==> config.mk <==
export PLATFORM = sky130hd
export DESIGN_NAME = ram_matrix_reader
export DESIGN_NICKNAME = d
export VERILOG_FILES = /design/src/rtl/ram_matrix_reader.sv
export SDC_FILE = /design/constraint.sdc
export NUM_CORES = 1
export LEC_CHECK = 0
export ABC_AREA = 1
export BUFFER_PORTS_ARGS = -buffer_cell sky130_fd_sc_hd__buf_2
export CORE_ASPECT_RATIO = 0.7
export CORE_MARGIN = 2
export CORE_UTILIZATION = 47
export DETAILED_ROUTE_END_ITERATION = 16
export PLACE_DENSITY = 0.67
export SYNTH_ARGS = -nofsm -noshare
export SYNTH_HDL_FRONTEND = slang
export SYNTH_SLANG_ARGS = --single-unit
==> constraint.sdc <==
create_clock -name clk -period 3.4 [get_ports clk]
set_input_delay 0.34 -clock clk [delete_from_list [all_inputs] [get_ports clk]]
set_output_delay 0.34 -clock clk [all_outputs]
set_load 0.01 [all_outputs]
==> src/rtl/ram_matrix_reader.sv <==
// ram_matrix_reader: streams a strided matrix tile out of one RAM port over valid/ready,
// with an output FIFO sized by credits so the 2-cycle read pipeline never overflows it.
module ram_matrix_reader #(
    parameter int AWIDTH     = 10,
    parameter int DWIDTH     = 8,
    parameter int MASK_WIDTH = 4,
    parameter int CNT_WIDTH  = 8,
    parameter int FIFO_DEPTH = 4
) (
    input  logic                         clk,
    input  logic                         resetn,
    input  logic                         start,
    input  logic [AWIDTH-1:0]            base_addr,
    input  logic [CNT_WIDTH-1:0]         words_per_row,
    input  logic [CNT_WIDTH-1:0]         num_rows,
    input  logic [AWIDTH-1:0]            row_stride,
    output logic                         busy,
    output logic                         done,
    output logic [AWIDTH-1:0]            ram_addr,
    output logic [MASK_WIDTH-1:0]        ram_we,
    output logic [MASK_WIDTH*DWIDTH-1:0] ram_d,
    input  logic [MASK_WIDTH*DWIDTH-1:0] ram_q,
    output logic [MASK_WIDTH*DWIDTH-1:0] out_data,
    output logic                         out_valid,
    input  logic                         out_ready,
    output logic                         out_row_last,
    output logic                         out_last
);
    localparam int WW = MASK_WIDTH * DWIDTH;
    localparam int PW = $clog2(FIFO_DEPTH);
    localparam int CW = PW + 1;
    localparam logic [AWIDTH-1:0] STEP = AWIDTH'(MASK_WIDTH);
    localparam logic [1:0] IDLE  = 2'd0;
    localparam logic [1:0] READ  = 2'd1;
    localparam logic [1:0] DRAIN = 2'd2;

    logic [1:0]           state_q, state_d;
    logic                 done_q, done_d;
    logic [AWIDTH-1:0]    addr_q, addr_d, row_q, row_d, ram_addr_q, ram_addr_d, stride_q;
    logic [CNT_WIDTH-1:0] w_q, w_d, r_q, r_d, wpr_q, rows_q;
    logic                 v1_q, v2_q;
    logic [1:0]           t1_q, t2_q;
    logic [WW+1:0]        mem_q [FIFO_DEPTH];
    logic [PW-1:0]        wp_q, rp_q;
    logic [CW-1:0]        cnt_q;

    logic                 idle, empty_cfg, credit, issue, row_last, last, push, pop, fin;
    logic [AWIDTH-1:0]    cur_addr, cur_row, cur_stride, next_row;
    logic [CNT_WIDTH-1:0] cur_w, cur_r, cur_wpr, cur_rows;
    logic [WW+1:0]        head;

    // In IDLE the first issue is taken straight from the config inputs.
    assign idle       = state_q == IDLE;
    assign cur_addr   = idle ? base_addr : addr_q;
    assign cur_row    = idle ? base_addr : row_q;
    assign cur_stride = idle ? row_stride : stride_q;
    assign cur_w      = idle ? '0 : w_q;
    assign cur_r      = idle ? '0 : r_q;
    assign cur_wpr    = idle ? words_per_row : wpr_q;
    assign cur_rows   = idle ? num_rows : rows_q;
    assign next_row   = cur_row + cur_stride;
    assign empty_cfg  = words_per_row == '0 || num_rows == '0;
    assign credit     = (cnt_q + CW'(v1_q) + CW'(v2_q)) < CW'(FIFO_DEPTH);
    assign issue      = idle ? (start && !empty_cfg) : (state_q == READ && credit);
    assign row_last   = cur_w == cur_wpr - CNT_WIDTH'(1);
    assign last       = row_last && cur_r == cur_rows - CNT_WIDTH'(1);
    assign push       = v2_q;
    assign pop        = out_valid && out_ready;
    assign fin        = !v1_q && !v2_q && (cnt_q == '0 || (cnt_q == CW'(1) && pop));

    always_comb begin
        state_d    = state_q;
        done_d     = idle && start && empty_cfg;
        addr_d     = addr_q;
        row_d      = row_q;
        w_d        = w_q;
        r_d        = r_q;
        ram_addr_d = ram_addr_q;
        if (issue) begin
            ram_addr_d = cur_addr;
            addr_d     = row_last ? next_row : cur_addr + STEP;
            row_d      = row_last ? next_row : cur_row;
            w_d        = row_last ? '0 : cur_w + CNT_WIDTH'(1);
            r_d        = row_last ? cur_r + CNT_WIDTH'(1) : cur_r;
            state_d    = last ? DRAIN : READ;
        end
        if (state_q == DRAIN && fin) begin
            state_d = IDLE;
            done_d  = 1'b1;
        end
    end

    always_ff @(posedge clk or negedge resetn) begin
        if (!resetn) begin
            state_q    <= IDLE;
            done_q     <= 1'b0;
            addr_q     <= '0;
            row_q      <= '0;
            w_q        <= '0;
            r_q        <= '0;
            ram_addr_q <= '0;
            wpr_q      <= '0;
            rows_q     <= '0;
            stride_q   <= '0;
            v1_q       <= 1'b0;
            v2_q       <= 1'b0;
            t1_q       <= '0;
            t2_q       <= '0;
            wp_q       <= '0;
            rp_q       <= '0;
            cnt_q      <= '0;
        end else begin
            state_q    <= state_d;
            done_q     <= done_d;
            addr_q     <= addr_d;
            row_q      <= row_d;
            w_q        <= w_d;
            r_q        <= r_d;
            ram_addr_q <= ram_addr_d;
            if (idle && start) begin
                wpr_q    <= words_per_row;
                rows_q   <= num_rows;
                stride_q <= row_stride;
            end
            v1_q  <= issue;
            v2_q  <= v1_q;
            t1_q  <= issue ? {last, row_last} : '0;
            t2_q  <= t1_q;
            wp_q  <= push ? wp_q + PW'(1) : wp_q;
            rp_q  <= pop ? rp_q + PW'(1) : rp_q;
            cnt_q <= cnt_q + CW'(push) - CW'(pop);
        end
    end

    always_ff @(posedge clk) begin
        if (push) mem_q[wp_q] <= {t2_q, ram_q};
    end

    assign head         = mem_q[rp_q];
    assign out_valid    = cnt_q != '0;
    assign out_data     = out_valid ? head[WW-1:0] : '0;
    assign out_row_last = out_valid && head[WW];
    assign out_last     = out_valid && head[WW+1];
    assign busy         = !idle;
    assign done         = done_q;
    assign ram_addr     = ram_addr_q;
    assign ram_we       = '0;
    assign ram_d        = '0;
endmodule

After elaboration in Yosys (flattened, before gate mapping)
Memories as Yosys holds them, arrays and structs flattened.
Cells that the tools add are included.
{"block": "word_totals", "regBits": 88, "output_inout_bits": 83, "input_bits": 72, "ramBits": 136, "memories": 1, "wordCells": 80}
{"name": "mem_q", "depth": 4, "width": 34, "rd": 1, "rd_ports_with_merged_regs": 0, "write_ports": 1, "line_no": "43", "rtl": "logic [WW+1:0] mem_q [FIFO_DEPTH];"}
{"block": "op_classes", "n_mux": 20, "add_sub_neg": 12, "order_cmp": 1, "reduce_logical": 24, "n_eq_ne": 5}
{"cell": "2-to-1 mux 10 bit", "count": 5}
{"cell": "2-to-1 mux 8 bit", "count": 6}
{"cell": "2-to-1 mux 32 bit", "count": 1}
{"cell": "adder 8 x 1 -> 8 bit, second input constant", "count": 2}
{"cell": "== test 8 bit", "count": 2}
{"cell": "zero test 8 bit", "count": 2}
{"cell": "subtractor 8 x 1 -> 8 bit, second input constant", "count": 2}
{"cell": "logical AND 1 bit", "count": 12}
{"cell": "adder 10 bit", "count": 1}
{"cell": "adder 10 x 3 -> 10 bit, second input constant", "count": 1}
{"cell": "adder 3 x 1 -> 3 bit", "count": 3}
{"cell": "2-to-1 mux 2 bit", "count": 4}
{"cell": "adder 2 x 1 -> 2 bit, second input constant", "count": 2}
{"cell": "zero test 1 bit", "count": 4}
{"cell": "2-to-1 mux 1 bit", "count": 4}
{"cell": "== test 3 x 1 -> 1 bit, second input constant", "count": 1}
{"cell": "zero test 3 bit", "count": 1}
{"cell": "< comparator 3 bit, second input constant", "count": 1}
{"cell": "nonzero test 3 bit", "count": 1}
{"cell": "subtractor 3 x 1 -> 3 bit", "count": 1}
{"cell": "== test 2 x 1 -> 1 bit, second input constant", "count": 1}
{"cell": "== test 2 bit, second input constant", "count": 1}
{"cell": "zero test 2 bit", "count": 1}
{"cell": "logical OR 1 bit", "count": 2}
{"cell": "nonzero test 2 bit", "count": 1}

Logic depth before layout (Yosys ltp)
Gate-level depths: netlist of the first run.
{"block": "logic_depth", "word_depth": 8, "depth_mapped": 21, "mapped_depth_nobuf": 18}

Least setup slack after synthesis of the first run
No wires, ideal clock.
{"block": "synth_path", "path_kind": "reg2reg", "startpoint": "reg state_q[1]", "endpoint": "reg addr_q[8]", "slack_ns": 0.420, "synth_period_minus_slack_ns": 2.980, "arrival_ns": 2.864, "stages_incl_launch_ff": 19, "path_buffers": 5, "setup_ns": 0.117, "required_ns": 3.283, "path_cell_list": "dfrtp_1 > buf_6 > inv_2 > nand2_4 > buf_6 > buf_2 > buf_1 > clkbuf_1 > o21ai_0 > ha_1 > inv_1 > fa_1 > o21ai_0 > a21oi_1 > xnor2_1 > nand3_1 > nand2_1 > nand2_1 > nand2_1"}
{"block": "synth_between", "elab_chain_len": 5, "word_cells_on_any_way": 14, "cone_classes": "3 x add/sub; 2 x eq/ne; 7 x mux; 2 x reduce/logical"}
{"item": "from (decl)", "line_no": "37", "rtl": "logic [1:0] state_q, state_d;"}
{"item": "from (signal assigned)", "line_no": "113", "rtl": "state_q <= state_d;"}
{"item": "zero test 2 bit", "line_no": "53", "rtl": "assign idle = state_q == IDLE;"}
{"item": "2-to-1 mux 8 bit", "line_no": "59", "rtl": "assign cur_wpr = idle ? words_per_row : wpr_q;"}
{"item": "subtractor 8 x 1 -> 8 bit", "line_no": "65", "rtl": "assign row_last = cur_w == cur_wpr - CNT_WIDTH'(1);"}
{"item": "== test 8 bit", "line_no": "65"}
{"item": "2-to-1 mux 10 bit", "line_no": "81", "rtl": "addr_d = row_last ? next_row : cur_addr + STEP;"}
{"item": "to (signal assigned)", "line_no": "115", "rtl": "addr_q <= addr_d;"}
{"item": "to (decl)", "line_no": "39", "rtl": "logic [AWIDTH-1:0] addr_q, addr_d, row_q, row_d, ram_addr_q, ram_addr_d, stride_q;"}
Parallel ways exist; a longest one is shown, timed or not.
A chain may end at the register's enable or synchronous reset.

Final worst setup path of the first run
{"block": "layout_path", "startpoint": "reg state_q[1]", "endpoint": "reg row_q[2]"}
{"block": "layout_between", "elab_chain_len": 5, "word_cells_on_any_way": 12, "cone_classes": "2 x add/sub; 2 x eq/ne; 6 x mux; 2 x reduce/logical"}
{"item": "zero test 2 bit", "line_no": "53"}
{"item": "2-to-1 mux 8 bit", "line_no": "59"}
{"item": "subtractor 8 x 1 -> 8 bit", "line_no": "65"}
{"item": "== test 8 bit", "line_no": "65"}
{"item": "2-to-1 mux 10 bit", "line_no": "82", "rtl": "row_d = row_last ? next_row : cur_row;"}
{"item": "to (signal assigned)", "line_no": "116", "rtl": "row_q <= row_d;"}
{"item": "to (decl)", "line_no": "39"}
Parallel ways exist; a longest one is shown, timed or not.

==> impl_metrics.json, run 1 <==
{
  "required_ns": 3.84,
  "ys_ff_latch": 224,
  "vias_per_cell": 5.07,
  "fmax_ghz": 0.333,
  "gr-usage-all-layers_pct": 20.2,
  "final_common_cell": "nand2_1",
  "num-nets-final": 1486,
  "final-max-slew-violation-count": 0,
  "clockBufferDepth": 3,
  "period_needed_ns": 3.00,
  "power_leakage_uw": 0.00587,
  "h-tree-depth": 1,
  "die_area_mm2": 0.0254,
  "critPathCaptureType": "register",
  "fin_skew_ns": 0.0142,
  "die_x_um": 190,
  "ys.flop_type": "edfxtp_1",
  "gp_congestion": 0.831,
  "worst_pin_slew_ns": 0.796,
  "crit_fanout": 40,
  "final-setup-viol-count": 0,
  "ys_warn_count": 0,
  "drtAntennaViolNets": 0,
  "num_io_pins": 155,
  "cp_slowest_stage_delay_ns": 0.50,
  "multi_input_area_mm2": 0.00423,
  "clock_latency_ns": 0.51,
  "cp_cell_sequence": "inv_2 -> nand2_4 -> nand2_1 -> nand2_2 -> ha_1 -> nand3_1 -> nor2_1 -> nand2_1 -> nand2_1 -> nand3_1 -> nand2_1 -> nor2_4 -> nand2_2 -> buf_4 -> nand2_1 -> nand2_1 -> nand2_1 -> nand2_1",
  "wl_per_cell_um": 14.6,
  "drt-initial-drc-count": 665,
  "drc_errors": 0,
  "cts_buffers": 23,
  "clock_sinks": 224,
  "layout_common_cells": "nand2_1 (321), nor2_1 (180), edfxtp_1 (136), o21ai_0 (122), buf_2 (117)",
  "area_growth_pct": 13.2,
  "grt_pass1_wl_um": 41600,
  "maxCapViolCount": 0,
  "instances_no_fill": 1727,
  "tritoncts": "yes",
  "ff_latch_area_mm2": 0.00629,
  "antenna_found_initial": 0,
  "fp.coreArea_mm2": 0.0237,
  "ys_async_sr_fraction_pct": 39.3,
  "synth_edf_count": 136,
  "die_y_um": 134,
  "start_util_pct": 47.9,
  "io_buffer_count": 118,
  "period_share_pct": 88.2,
  "root_buffer": "clkbuf_16",
  "hold_viol_final": 0,
  "avgSynthCellArea_um2": 8.83,
  "cts_resized": 0,
  "crit_buf_inv": 2,
  "grt_max_degree": 71,
  "dp.cells": 1683,
  "status": "finished clean",
  "power_density_mw_per_mm2": 811,
  "crit_path_start_kind": "register",
  "layout-drive-gt1-share_pct": 14.6,
  "synth_area_mm2": 0.0113,
  "ir_worst_vdd_mv": 0.648,
  "stdcell_area_mm2": 0.0129,
  "post-dp-hpwl_um": 16200,
  "final.setup.tns_ns": 0,
  "cts_setup_buffers": 0,
  "crit_top_cell": "nand2_1",
  "fillers": 2172,
  "synth-seq-area-share_pct": 55.4,
  "wirelength_um": 25300,
  "ys_types": 39,
  "dpl_cell_area_mm2": 0.0121,
  "grt_pass1_vias": 8168,
  "slew_headroom_pct": 47.0,
  "overflow": 0,
  "rows": 47,
  "syn-instance-count": 1286,
  "cts_hold_buf": 1,
  "cpLargestDelayFamily": "simple AND/OR/NAND/NOR gates",
  "hold_class": "in2reg",
  "path_clk_slew_ns": 0.07,
  "rsz0062_at_grt": "no",
  "drt_pass1_iterations": 5,
  "crit_arrival_ns": 3.44,
  "crit_path_top_delay_cell": "dfrtp_1",
  "num_vias": 8753,
  "critical_path_class": "reg2reg"
}
-- where the power goes --
group	total (µW)	internal [µW]	leakage [µW]	switching, µW
sequential	3890	3650	0.00241	240
clock	2570	1520	0.000369	1050
combinational	3960	1260	0.00309	2700
total	10400	6430	0.00587	3990
-- synth_stat cells, drive strengths merged, types with 2 or more instances --
master  instances  area share (%)
xor2           18             1.4
nand3b          2            0.13
nor3            6            0.31
nand2         329              11
o211ai          4            0.26
inv           108             3.6
edfxtp        136              36
a31oi           5            0.28
o22ai           8            0.44
buf            59             3.8
a21oi          52             2.3
clkbuf         35             1.2
o21ai         133             6.0
xnor2           8            0.62
dfrtp          88              19
nand3          58             2.6
fa              2            0.35
nor2          190             6.7
nand4          17            0.94
ha             21             2.3
-- worst paths after layout --
check,startpoint,to,slack (ns),cells after the start
min in group asynchronous,resetn,addr_q[1],0.37,2
max in group asynchronous,resetn,w_q[4],2.27,3
max reg2reg,state_q[1],row_q[2],0.40,18
min,ram_q[5],mem_q[3][5],0.04,1
min reg2reg,t1_q[0],t2_q[0],0.35,0
max,state_q[1],row_q[2],0.40,18
-- kinds of logic (layout without fill, tap and decap cells) --
family | after synthesis | count (layout) | share of synthesized area (%)
AND/OR/NAND/NOR | 604 | 604 | 21.9
flip-flops | 224 | 224 | 55.4
AO/OA/AOI/OAI | 204 | 204 | 9.37
buffers and inverters | 203 | 290 | 8.55
XOR/XNOR | 26 | 26 | 2.01
adder cells (fa/ha/maj) | 23 | 23 | 2.67
other | 1 | 37 | 0.0330
multiplexers | 1 | 1 | 0.0992
-- registers in the layout, indices dropped and copies added, names as in the netlist, 8 cells and up --
| register | flops |
|---|---|
| w_q | 8 |
| row_q | 10 |
| wpr_q | 8 |
| mem_q | 136 |
| rows_q | 8 |
| r_q | 8 |
| ram_addr | 10 |
| stride_q | 10 |
| addr_q | 10 |
-- metrics by stage --
stage                     utilization, %  setup WS (ns)  power [µW]  hold slack [ns]
final                               54.2          0.401       10400           0.0388
after CTS                           54.2          0.417       10500           0.0155
after detailed placement            50.9          0.459        7940            0.342
after floorplan                        -          0.420        6670           0.0444
after global routing                54.2         0.0280       11200           0.0148
after global placement              50.9          0.599        7850            0.339
-- area by class of cell --
| cell class | count | area share (%) |
|---|---|---|
| clock inverters | 13 | 1.20 |
| diodes | 1 | 0.0195 |
| multi-input cells | 894 | 32.9 |
| flip-flops and latches | 224 | 48.9 |
| repair buffers | 139 | 5.86 |
| inverters | 109 | 3.18 |
| clock buffers | 29 | 4.81 |
| well taps | 318 | 3.10 |
-- layer usage --
layer	part of all wire (%)	up-vias	GRT usage (%)
met2	45	241	31.4
met4	1.6	0	4.52
met1	49	4122	30.1
li1	-	4359	-
met5	0	-	0
met3	5.3	31	3.09
Power figures use the tool's default switching activity.
==> inputs of run 2 (changes only) <==
clock period = 3.3 ns   (was 3.4 ns; I/O delays follow)
==> run 2 against run 1 <==
Against the previous run: worst hold slack lost 0.0089 ns; clock skew is 0.010 ns higher; final area rose by 0.68%; combinational power rose by 4%; clock power rose by 7%; utilization increased by 0.37 points.
==> impl_metrics.json, run 2 (synthesis results as in run 1) <==
{
  "io_buffer_count": 118,
  "critPathCaptureType": "register",
  "hold_viol_final": 0,
  "h-tree-depth": 1,
  "fmax_ghz": 0.337,
  "root_buffer": "clkbuf_16",
  "final_common_cell": "nand2_1",
  "period_share_pct": 90.0,
  "die_y_um": 134,
  "rr_startpoint": "state_q[1]",
  "die_area_mm2": 0.0254,
  "cp_slowest_stage_delay_ns": 0.51,
  "grt_max_degree": 57,
  "rrSetupSlack_ns": 0.33,
  "cts_buffers": 23,
  "cp_cell_sequence": "inv_2 -> nand2_4 -> buf_4 -> o21ai_0 -> ha_1 -> a21oi_1 -> nor2_1 -> nor3b_1 -> nand3_1 -> xor2_1 -> nand3_1 -> nand2_1 -> nand2_1 -> nand2_1",
  "wl_per_cell_um": 14.5,
  "largest_reg_flops": 136,
  "clockBufferDepth": 3,
  "rows": 47,
  "worstSetupEndpoint": "row_q[9]",
  "antenna_found_initial": 0,
  "post-dp-hpwl_um": 16400,
  "drt_pass1_iterations": 5,
  "power_leakage_uw": 0.00593,
  "setup.worst_path.start": "state_q[1]",
  "path_clk_slew_ns": 0.06,
  "crit_top_cell": "nand2_1",
  "drtAntennaViolNets": 0,
  "num_vias": 8723,
  "worstHoldPathCells": 1,
  "fin_util_pct": 54.6,
  "final-max-slew-violation-count": 0,
  "area_growth_pct": 14.0,
  "fp.coreArea_mm2": 0.0237,
  "layout-drive-gt1-share_pct": 14.9,
  "gp_congestion": 0.880,
  "crit_fanout": 28,
  "clock_latency_ns": 0.52,
  "clock_sinks": 224,
  "hold_class": "in2reg",
  "required_ns": 3.69,
  "diodes": 0,
  "num_io_pins": 155,
  "crit_arrival_ns": 3.37,
  "die_x_um": 190,
  "rsz0062_at_grt": "no",
  "ir_worst_vdd_mv": 0.645,
  "status": "finished clean",
  "regToRegEndpoint": "row_q[9]",
  "period_needed_ns": 2.97,
  "start_util_pct": 47.9,
  "crit_path_start_kind": "register",
  "power_density_mw_per_mm2": 842,
  "drt-initial-drc-count": 633,
  "fin_skew_ns": 0.0242,
  "grt_pass1_vias": 8331,
  "drc_errors": 0,
  "wirelength_um": 25100,
  "maxCapViolCount": 0,
  "num-nets-final": 1492,
  "overflow": 0,
  "gr-usage-all-layers_pct": 20.0,
  "grt_pass1_wl_um": 41200,
  "slew_headroom_pct": 54.9,
  "vias_per_cell": 5.04,
  "worst_pin_slew_ns": 0.676,
  "r2r_cells": 14,
  "tritoncts": "yes",
  "fillers": 2108,
  "final.setup.tns_ns": 0,
  "layout_common_cells": "nand2_1 (321), nor2_1 (180), edfxtp_1 (136), o21ai_0 (122), buf_2 (117)",
  "critical_path_class": "reg2reg",
  "top_register": "mem_q",
  "final-setup-viol-count": 0,
  "crit_path_top_delay_cell": "dfrtp_1"
}
-- run 2: cell count changes in the layout (fill, tap and decap cells not counted), moves of 2 or more --
cell and delta:
buf_4 +5, bufinv_16 +2, clkbuf_8 -2, clkinv_1 +2
-- run 2: worst min-delay path by stage --
stage	slack (ns)	to	startpoint
after floorplan	0.03	addr_q[0]	resetn
after detailed placement	0.35	t2_q[0]	t1_q[0]
after global routing	0.01	mem_q[1][5]	ram_q[5]
after global placement	0.36	stride_q[4]	resetn
final	0.03	mem_q[2][10]	ram_q[10]
after CTS	0.01	mem_q[1][5]	ram_q[5]
-- run 2: report_power, final --
group          internal, µW  switching [µW]
Sequential             3760             287
Clock                  1670            1070
Combinational          1340            2760
Total                  6780            4120
-- run 2: cell type report --
| class | instances | area, µm² | share of cell area, % |
|---|---|---|---|
| clock buffer | 26 | 587 | 4.54 |
| clock inverter | 16 | 213 | 1.64 |
| inverter | 109 | 409 | 3.16 |
| multi-input combinational | 894 | 4230 | 32.7 |
| sequential | 224 | 6290 | 48.6 |
| tap | 318 | 398 | 3.08 |
| timing repair buffer | 145 | 811 | 6.27 |
-- run 2: through the flow --
step	cell area [µm²]	std cells	worst slack (ns)	hold slack (ns)	total power [µW]
after floorplan	11500	1321	0.320	0.0344	6870
after global placement	12100	1687	0.344	0.358	8140
after detailed placement	12100	1687	0.172	0.347	8220
after CTS	12900	1730	0.141	0.0103	11000
after global routing	12900	1732	0.0293	0.0112	11700
final	12900	1732	0.329	0.0299	10900
-- run 2: worst max-delay path: cells and delay by family, from the launching register on --
kind            cells  cell delay, ns
flops               1            0.51
simple gates        8            0.89
compound gates      2            0.46
fa+ha+maj           1            0.37
buf+inv             2            0.47
xor+xnor            1            0.15
-- run 2: per-layer routing --
metal | GRT usage, % | part of all wire [%] | vias to the layer above | routed length, µm
met2 | 31.6 | 45 | 224 | 11200
met3 | 2.93 | 5.1 | 31 | 1270
li1 | - | - | 4362 | -
met1 | 29.3 | 48 | 4106 | 12100
met5 | 0 | 0 | - | 0
met4 | 5.04 | 1.7 | 0 | 436
-- run 2: repair_timing --
item | 4_1_cts | 5_1_grt
hold buffers | 1 | 0
resized for setup | 0 | 1
endpoints found under the hold margin | 40 | 0
setup endpoints to repair | 0 | 16
setup buffers | 0 | 2
